[src/rtl/mmu_sequencer.sv]
// Sequencer for one matrix-multiply pass on a weight-stationary systolic array:
// weight preload, skewed activation streaming and per-column result-valid flags.
module mmu_sequencer #(
    parameter int ARR_SIZE      = 2,
    parameter int VERTICAL_BW   = 32,
    parameter int HORIZONTAL_BW = 16,
    parameter int ROW_W         = 8,
    parameter int WADDR_W       = $clog2(ARR_SIZE)
) (
    input  logic                              clk,
    input  logic                              rst,
    input  logic                              start,
    input  logic [ROW_W-1:0]                  num_rows,
    output logic                              busy,
    output logic                              done,
    output logic                              w_rd_en,
    output logic [WADDR_W-1:0]                w_rd_addr,
    input  logic [VERTICAL_BW*ARR_SIZE-1:0]   w_rd_data,
    output logic                              a_rd_en,
    output logic [ROW_W-1:0]                  a_rd_addr,
    input  logic [HORIZONTAL_BW*ARR_SIZE-1:0] a_rd_data,
    output logic                              mmu_mode,
    output logic [VERTICAL_BW*ARR_SIZE-1:0]   mmu_vertical,
    output logic [HORIZONTAL_BW*ARR_SIZE-1:0] mmu_horizontal,
    output logic [ARR_SIZE-1:0]               out_valid
);

    // One counter serves every state; it must reach M-1 and the 2N drain count.
    localparam int DRAIN_W = $clog2(2 * ARR_SIZE + 1);
    localparam int CNT_W   = (ROW_W > DRAIN_W) ? ROW_W : DRAIN_W;

    localparam logic [CNT_W-1:0]   LOAD_LAST  = CNT_W'(ARR_SIZE - 1);
    localparam logic [CNT_W-1:0]   DRAIN_LAST = CNT_W'(2 * ARR_SIZE);
    localparam logic [WADDR_W-1:0] W_TOP      = WADDR_W'(ARR_SIZE - 1);

    typedef enum logic [2:0] {
        S_IDLE,
        S_LOAD_W,
        S_COMPUTE,
        S_DRAIN,
        S_DONE
    } state_e;

    state_e             state_q, state_d;
    logic [CNT_W-1:0]   cnt_q, cnt_d;
    logic [ROW_W-1:0]   rows_q, rows_d;

    logic                              w_vld_q;
    logic                              mode_q;
    logic [VERTICAL_BW*ARR_SIZE-1:0]   vert_q;
    logic                              a_vld_q;
    logic [HORIZONTAL_BW*ARR_SIZE-1:0] row_q;
    logic [2*ARR_SIZE-1:0]             vld_q;

    always_ff @(posedge clk or posedge rst) begin
        if (rst) begin
            state_q <= S_IDLE;
            cnt_q   <= '0;
            rows_q  <= '0;
        end else begin
            state_q <= state_d;
            cnt_q   <= cnt_d;
            rows_q  <= rows_d;
        end
    end

    always_comb begin
        state_d   = state_q;
        cnt_d     = cnt_q;
        rows_d    = rows_q;
        w_rd_en   = 1'b0;
        w_rd_addr = '0;
        a_rd_en   = 1'b0;
        a_rd_addr = '0;
        unique case (state_q)
            S_IDLE: begin
                if (start && (num_rows != '0)) begin
                    rows_d  = num_rows;
                    cnt_d   = '0;
                    state_d = S_LOAD_W;
                end
            end
            S_LOAD_W: begin
                w_rd_en   = 1'b1;
                w_rd_addr = W_TOP - cnt_q[WADDR_W-1:0];
                if (cnt_q == LOAD_LAST) begin
                    cnt_d   = '0;
                    state_d = S_COMPUTE;
                end else begin
                    cnt_d = cnt_q + CNT_W'(1);
                end
            end
            S_COMPUTE: begin
                a_rd_en   = 1'b1;
                a_rd_addr = cnt_q[ROW_W-1:0];
                if (cnt_q[ROW_W-1:0] == rows_q - ROW_W'(1)) begin
                    cnt_d   = '0;
                    state_d = S_DRAIN;
                end else begin
                    cnt_d = cnt_q + CNT_W'(1);
                end
            end
            S_DRAIN: begin
                if (cnt_q == DRAIN_LAST) begin
                    cnt_d   = '0;
                    state_d = S_DONE;
                end else begin
                    cnt_d = cnt_q + CNT_W'(1);
                end
            end
            S_DONE: begin
                state_d = S_IDLE;
            end
            default: begin
                state_d = S_IDLE;
            end
        endcase
    end

    assign busy = (state_q != S_IDLE);
    assign done = (state_q == S_DONE);

    // Weight rows return one cycle after the read and are registered once more.
    always_ff @(posedge clk or posedge rst) begin
        if (rst) begin
            w_vld_q <= 1'b0;
            mode_q  <= 1'b0;
            vert_q  <= '0;
            a_vld_q <= 1'b0;
            row_q   <= '0;
            vld_q   <= '0;
        end else begin
            w_vld_q <= w_rd_en;
            mode_q  <= w_vld_q;
            vert_q  <= w_vld_q ? w_rd_data : '0;
            a_vld_q <= a_rd_en;
            row_q   <= a_vld_q ? a_rd_data : '0;
            vld_q   <= {vld_q[2*ARR_SIZE-2:0], a_vld_q};
        end
    end

    assign mmu_mode     = mode_q;
    assign mmu_vertical = vert_q;

    // vld_q[i] is the lane-0 token i cycles late; column j reports after N+j hops.
    assign out_valid = vld_q[2*ARR_SIZE-1:ARR_SIZE];

    for (genvar k = 0; k < ARR_SIZE; k++) begin : g_lane
        if (k == 0) begin : g_direct
            assign mmu_horizontal[0 +: HORIZONTAL_BW] = row_q[0 +: HORIZONTAL_BW];
        end else begin : g_skew
            logic [HORIZONTAL_BW-1:0] sr_q [k];

            always_ff @(posedge clk or posedge rst) begin
                if (rst) begin
                    for (int unsigned i = 0; i < k; i++) begin
                        sr_q[i] <= '0;
                    end
                end else begin
                    sr_q[0] <= row_q[k*HORIZONTAL_BW +: HORIZONTAL_BW];
                    for (int unsigned i = 1; i < k; i++) begin
                        sr_q[i] <= sr_q[i-1];
                    end
                end
            end

            assign mmu_horizontal[k*HORIZONTAL_BW +: HORIZONTAL_BW] = sr_q[k-1];
        end
    end

endmodule
[config.mk]
export PLATFORM = sky130hd
export DESIGN_NAME = mmu_sequencer
export DESIGN_NICKNAME = d
export VERILOG_FILES = /design/src/rtl/mmu_sequencer.sv
export SDC_FILE = /design/constraint.sdc
export NUM_CORES = 1
export LEC_CHECK = 0
export ABC_AREA = 1
export ABC_CLOCK_PERIOD_IN_PS = 4900
export BUFFER_PORTS_ARGS = -buffer_cell sky130_fd_sc_hd__buf_2
export CORE_MARGIN = 8
export CORE_UTILIZATION = 48
export DETAILED_ROUTE_END_ITERATION = 8
export GPL_ROUTABILITY_DRIVEN = 0
export MAX_ROUTING_LAYER = met4
export PLACE_DENSITY = 0.8
export SKIP_CTS_REPAIR_TIMING = 1
export SLEW_MARGIN = 20
export SYNTH_ARGS = -nofsm -noshare
export SYNTH_HDL_FRONTEND = slang
export SYNTH_SLANG_ARGS = --single-unit
[constraint.sdc]
create_clock -name clk -period 4.9 [get_ports clk]
set_input_delay 0.735 -clock clk [delete_from_list [all_inputs] [get_ports clk]]
set_output_delay 0.735 -clock clk [all_outputs]
set_load 0.02 [all_outputs]
After elaboration in Yosys (flattened, before gate mapping)
Index checks and enable logic that the tools add are counted.
W data, S select, Z words.

cells by class
  equal/unequal tests = 11
  reductions and logical operators = 8
  multiplexer cells = 16
  add/subtract/negate cells = 3

operators by type and width
  operator               count
  $mux W64               1
  $mux W8                5
  $mux W32               1
  $pmux W8 S4            1
  $mux W3                4
  $pmux W3 S4            1
  $add A8 B1 Y8 const B  1
  $eq A8 B1 Y1 const B   1
  $eq A8 B3 Y1 const B   1
  $eq A8 B8 Y1           1
  $ne A2 B2 Y1 const B   4
  $reduce_bool A8 Y1     1
  $sub A8 B1 Y8 const B  1
  $eq A3 B2 Y1 const B   2
  $reduce_and A2 Y1      2
  $reduce_and A4 Y1      1
  $reduce_bool A4 Y1     1
  $eq A3 B1 Y1 const B   1
  $eq A3 B3 Y1 const B   1
  $logic_not A3 Y1       1
  $mux W1                3
  $reduce_bool A3 Y1     1
  $logic_and A1 B1 Y1    1
  $sub A1 B1 Y1 const A  1

word-level totals
  input bits = 107
  logic and storage cells = 48
  bits in registers = 138
  output and inout port bits = 112

Depth between registers and ports, before layout
Gate-level depths: netlist of the first run.

  depth after elaboration = 4
  mapped depth = 15
  mapped depth without buffers = 15

Worst setup path after synthesis of the first run
OpenSTA, ideal clock, no wires.

  path type = register to output
  start = reg state_q[2]
  end = out a_rd_addr[0]
  setup slack = 2.378 ns
  stages on the path, launching flop included = 4
  data arrival time = 1.787 ns
  data required time = 4.165 ns
  cell sequence = dfrtp_1 > nor3_1 > inv_1 > nor2_1

between the ends
  cells in the longest elaborated chain, start to end = 2

ends and longest elaborated chain
  item                      RTL line  RTL
  start: declaration        44        state_e state_q, state_d;
  start signal: assignment  61        state_q <= state_d;
  $eq A3 B2 Y1              75        unique case (state_q)
  $mux W8                   75
  end: declaration          20        output logic [ROW_W-1:0] a_rd_addr,

No other way between the ends.

Final worst setup path of the first run
  start = reg state_q[2]
  end = out a_rd_addr[5]

The elaborated chain is that of the path after synthesis.

==> results.md, run 1 <==
- Max Clk Rate: 0.364 GHz
- Hold/Removal Path Class: reg -> reg
- Fill cells: 881
- Yosys top cell area share: 0.659
- Clock tree buffer depth: 2
- Post-synthesis cell count: 544
- Total area of sequential cells: 0.00345 mm²
- Final Max Tran Viols: 0
- Initial antenna violation count: 3
- Initial drt markers: 260
- Layout Skew: 0.0127 ns
- Routed Antenna Nets: 0
- Final setup viols: 0
- First-pass GRT wire length: 21.9 mm
- Commonest non-fill, non-tap cells in the layout: buf_2 (218), nand2_1 (155), dfrtp_1 (137)
- DIE WIDTH: 120 µm
- Dpl ws: 2.70 ns
- Clock sink total: 138
- Post-DP HPWL: 10.3 mm
- CTS tree: done
- Worst setup SP type: flip-flop
- Layout cells sized above 1: 0.350
- GRT overflow: 0
- CP max FO: 8
- Synth area leader: dfrtp_1
- CTS buffer count: 17
- Nets@finish: 863
- Crit end category: output port
- Outcome: complete, no violations
- Reg2reg path depth: 15
- Vias in the first global route: 4,349
- Max Cap Viol: 0
- Post-synthesis register bit count: 138
- Total wire length: 14.0 mm
- Commonest non-fill, non-tap cell in the layout: buf_2
- Std-Cell Rows: 38
- Synth-to-Final Area Change: 31.8%
- Worst vdd ir: 0.000425 V
- Synth Net Count: 655
- Vias per std cell: 4.55
- Min Tclk post-route: 2.75 ns
- RSZ-0062 raised after global routing: false
- Core Footprint: 0.0107 mm²
- Fin worst setup slack: 2.15 ns
- Clk root buf: clkbuf_8
- Post-DR wirelength/cell: 15.4 µm
- Register-to-register setup slack: 2.93 ns
- IO Port Bufs: 218
- Total power: 4.04 mW
- Worst skew pair latency: 0.50 ns
- Worst setup endpoint: a_rd_addr[5]
- Sum Neg Setup Slack: 0 ns
- Synth top area cells: dfrtp_1 (66%), nand2_1 (11%), inv_1 (9.0%)
- Power per cell area: 585 mW/mm²
- Largest net degree at the start of global routing: 90
- Pleak: 4.62 nW
- Post-synthesis sequential area ratio: 0.659
- Die height: 120 µm
- Worst slew pin tran: 1.05 ns
- Post-Syn Area: 0.00524 mm²
- Area of the multi-input gates: 0.00113 mm²
- Remaining routing DRC violations: 0
- I/O pin cnt: 219
- Routed vias: 4,127
- Die ar.: 0.0145 mm²
- Worst r2r src: rows_q[0]
- Placed instance count: 873
- Drt pass-1 iters: 4
- GR Util All Layers: 0.200
- Finished Layout Cells: 908
- Period utilization: 0.561
- Final Hold Fails: 0
- Unique cell type count in the Yosys netlist: 27
- Worst r2r dst: cnt_q[5]
- Clk slew on worst S/H paths: 0.06 ns
- CP Launch Point: state_q[2]
- CP Data Required Time: 4.16 ns
- Synthesis Warnings: 0
- Initial Util: 0.488
- Crit Path Class: reg -> out
- Worst slew margin: 0.298
- H-tree levels: 4
- Syn avg cell area: 9.63 µm²
- Worst EP arrival: 2.02 ns
[cell type report]
| cell class | instances | share of cell area |
|---|---|---|
| flip-flops and latches | 138 | 0.500 |
| multi-input cells | 249 | 0.163 |
| repair buffers | 219 | 0.159 |
| inverters | 127 | 0.0698 |
| clock buffers | 20 | 0.0645 |
| well taps | 140 | 0.0254 |
| clock inverters | 12 | 0.0167 |
| diodes | 3 | 0.00109 |
[synthesized netlist by cell type (all sizes together)]
library cell	instances
a21oi	8
buf	19
clkbuf	11
dfrtp	138
ha	4
inv	127
mux2	1
nand2	159
nand3	14
nand4	2
nor2	41
nor3	7
nor4	2
o211ai	1
o21ai	2
xnor2	1
xor2	7
[worst min-delay path by stage]
stage	slack (ns)	endpoint	depth (start not counted)	startpoint
3_5_place_dp	0.34	vld_q[1]	0	vld_q[0]
2_1_floorplan	0.33	g_lane[1].g_skew.sr_q[0]	0	row_q[16]
4_1_cts	0.35	vld_q[2]	0	vld_q[1]
5_1_grt	0.36	vld_q[1]	0	vld_q[0]
6_report	0.35	vld_q[1]	0	vld_q[0]
3_3_place_gp	0.33	g_lane[1].g_skew.sr_q[3]	0	row_q[19]
[metrics by stage]
stage | util | hold WS [ns] | area [µm²]
finish | 0.643 | 0.347 | 6910
global route | 0.643 | 0.359 | 6910
floorplan | - | 0.331 | 5240
detailed placement | 0.590 | 0.336 | 6340
global placement | 0.590 | 0.331 | 6340
CTS | 0.642 | 0.346 | 6900
[worst max-delay path, cell delays in order (launching register included)]
cell     delay, ns
dfrtp_1       0.44
nor3_1        0.51
inv_1         0.24
nor2_1        0.15
buf_2         0.18
[registers in the layout, summed over array words and instances, names as in the netlist, 3 cells and up]
signal	cells
vld_q	4
rows_q	8
mmu_vertical	64
row_q	32
state_q	3
g_lane.g_skew.sr_q	16
cnt_q	8
[power breakdown]
| part | internal (mW) | switching (mW) |
|---|---|---|
| Clock | 0.705 | 0.480 |
| Combinational | 0.384 | 0.806 |
| Sequential | 1.43 | 0.238 |
| Total | 2.52 | 1.52 |
[kinds of logic (layout without fill, tap and decap cells)]
kind of cell | Yosys count | in the layout | share of synthesized area
buffers and inverters | 157 | 378 | 0.126
AO/OA/AOI/OAI | 11 | 11 | 0.0124
adder cells (fa/ha/maj) | 4 | 4 | 0.00955
multiplexers | 1 | 1 | 0.00215
other | 0 | 3 | 0
AND/OR/NAND/NOR | 225 | 225 | 0.178
flip-flops | 138 | 138 | 0.659
XOR/XNOR | 8 | 8 | 0.0134
[metal layers]
layer	global-route usage	vias up	wire [µm]
li1	-	1968	-
met1	0.205	1972	5220
met2	0.352	167	7480
met3	0.0615	20	1100
met4	0.0757	0	217
met5	-	-	0
(Power assumes the default switching activity.)
==> run 2: changes to the inputs <==
--- a/config.mk
+++ b/config.mk
@@ -6,7 +6,7 @@
 export NUM_CORES = 1
 export LEC_CHECK = 0
 export ABC_AREA = 1
-export ABC_CLOCK_PERIOD_IN_PS = 4900
+export ABC_CLOCK_PERIOD_IN_PS = 2700
 export BUFFER_PORTS_ARGS = -buffer_cell sky130_fd_sc_hd__buf_2
 export CORE_MARGIN = 8
 export CORE_UTILIZATION = 48
==> constraint.sdc (replaced) <==
create_clock -name clk -period 2.7 [get_ports clk]
set_input_delay 0.405 -clock clk [delete_from_list [all_inputs] [get_ports clk]]
set_output_delay 0.405 -clock clk [all_outputs]
set_load 0.02 [all_outputs]
==> results.md, run 2 (same netlist as run 1, synthesis figures left out) <==
- First-pass GRT wire length: 21.6 mm (was 21.9 mm)
- Min-Delay Startpoint: a_rd_data[15] (was vld_q[0])
- GRT overflow: 0 (unchanged)
- H-tree levels: 4 (unchanged)
- Register-to-register setup slack: 0.83 ns (was 2.93 ns)
- Post-route cell area: 0.00698 mm² (was 0.00691 mm²)
- Outcome: complete, no violations (unchanged)
- Max reg flops: 64 (unchanged)
- Worst r2r src: rows_q[0] (unchanged)
- Util after Layout: 0.649 (was 0.643)
- CTS tree: done (unchanged)
- Area of the multi-input gates: 0.00113 mm² (unchanged)
- IO Port Bufs: 218 (unchanged)
- Clock sink total: 138 (unchanged)
- Layout cells sized above 1: 0.354 (was 0.350)
- Worst setup endpoint: a_rd_addr[4] (was a_rd_addr[5])
- Crit Path Class: reg -> out (unchanged)
- CP Data Required Time: 2.30 ns (was 4.16 ns)
- Core Footprint: 0.0107 mm² (unchanged)
- Period utilization: 0.816
- Worst r2r dst: cnt_q[7] (was cnt_q[5])
- Crit path max-delay family: flip-flops (was simple AND/OR/NAND/NOR gates)
- Power per cell area: 1060 mW/mm² (was 585 mW/mm²)
- Clock tree buffer depth: 2 (unchanged)
- Vias in the first global route: 4,363 (was 4,349)
- CP bufs+invs: 2 (unchanged)
- Initial drt markers: 322 (was 260)
- Worst skew pair latency: 0.50 ns (about the same)
- DIE WIDTH: 120 µm (unchanged)
- Clk root buf: clkbuf_8 (unchanged)
- CTS buffer count: 17 (unchanged)
- Hold/Removal Path Class: in -> reg (was reg -> reg)
- Drt pass-1 iters: 6 (was 4)
- Vias per std cell: 4.53 (was 4.55)
- Worst path max stage delay: 0.46 ns (was 0.51 ns)
- Worst path depth: 4 (unchanged)
- I/O pin cnt: 219 (unchanged)
- Initial antenna violation count: 2 (was 3)
- Total wire length: 13.6 mm (was 14.0 mm)
- Pleak: 4.66 nW (was 4.62 nW)
- Crit end category: output port (unchanged)
- Remaining routing DRC violations: 0 (unchanged)
- Nets@finish: 867 (was 863)
- Worst slew pin tran: 1.02 ns (was 1.05 ns)
- Std-Cell Rows: 38 (unchanged)
- Initial Util: 0.488 (unchanged)
- Post-DR wirelength/cell: 14.9 µm (was 15.4 µm)
- Final Hold Fails: 0 (unchanged)
- Placement-stage cell area: 0.00636 mm² (was 0.00634 mm²)
- RSZ-0062 raised after global routing: false (unchanged)
- Die ar.: 0.0145 mm² (unchanged)
- Sum Neg Setup Slack: 0 ns (unchanged)
- Max Clk Rate: 0.454 GHz
- Min Tclk post-route: 2.20 ns
- Post-DP HPWL: 10.3 mm (about the same)
- Fill cells: 824 (was 881)
- GR Util All Layers: 0.194 (was 0.200)
- Worst EP arrival: 1.80 ns (was 2.02 ns)
- Final Max Tran Viols: 0 (unchanged)
- Routed vias: 4,133 (was 4,127)
- Max Cap Viol: 0 (unchanged)
- Worst slew margin: 0.321 (was 0.298)
- CP max FO: 8 (unchanged)
- Commonest non-fill, non-tap cells in the layout: buf_2 (218), nand2_1 (155), dfrtp_1 (137) (unchanged)
- Reg2reg path depth: 13 (was 15)
- Critical-path cell list: nor3_1 > inv_1 > nor2_1 > buf_2 (unchanged)
- Total area of sequential cells: 0.00345 mm² (unchanged)
- Routed Antenna Nets: 0 (unchanged)
- Commonest non-fill, non-tap cell in the layout: buf_2 (unchanged)
- Clk slew on worst S/H paths: 0.06 ns (about the same)
- Final setup viols: 0 (unchanged)
- Worst setup SP type: flip-flop (unchanged)
- Synth-to-Final Area Change: 33.2% (was 31.8%)
- Layout Skew: 0.00632 ns (was 0.0127 ns)
- Worst vdd ir: 0.000656 V (was 0.000425 V)
- Slowest CP cell: dfrtp_1 (was nor3_1)
- CP Launch Point: state_q[2] (unchanged)
- Die height: 120 µm (unchanged)
- Largest net degree at the start of global routing: 97 (was 90)
-- run 2: report_power, final --
group | total [mW] | switching, mW | internal, mW
clock | 2.19 | 0.894 | 1.29
sequential | 2.96 | 0.365 | 2.60
combinational | 2.24 | 1.52 | 0.726
-- run 2: worst min path at each step --
| stage | depth (start not counted) | slack [ns] | to |
|---|---|---|---|
| after global placement | 0 | 0.33 | g_lane[1].g_skew.sr_q[14] |
| after CTS | 2 | -0.08 | row_q[17] |
| after global routing | 3 | 0.06 | row_q[4] |
| final | 3 | 0.08 | row_q[15] |
| after detailed placement | 0 | 0.34 | g_lane[1].g_skew.sr_q[0] |
| after floorplan | 0 | 0.33 | g_lane[1].g_skew.sr_q[0] |
-- run 2: worst reg2reg max path, delay by kind of cell (launching register included) --
family | cells | cell delay (ns)
buffers and inverters | 1 | 0.17
and+or+nand+nor | 11 | 0.95
DFF | 1 | 0.39
adders and majority gates | 1 | 0.25
-- run 2: per-layer routing --
| metal | GRT usage | share of wire |
|---|---|---|
| met5 | - | 0 |
| met4 | 0.0843 | 0.022 |
| met3 | 0.0573 | 0.073 |
| met2 | 0.342 | 0.54 |
| met1 | 0.196 | 0.37 |
-- run 2: metrics by stage --
step           setup slack [ns]  power, mW  hold slack (ns)  cells
6_report                  0.497       7.39           0.0843    912
5_1_grt                   0.443       7.84           0.0602    912
4_1_cts                   0.507       7.44          -0.0796    907
3_5_place_dp              0.854       5.23            0.336    875
3_3_place_gp              0.929       5.12            0.332    875
2_1_floorplan             0.508       4.47            0.331    544
-- run 2: layout make-up --
type,count,area share
sequential,138,0.495
clock inverter,13,0.0194
timing repair buffer,223,0.166
tap,140,0.0251
clock buffer,19,0.0633
inverter,127,0.0689
antenna,3,0.00108
multi-input combinational,249,0.162
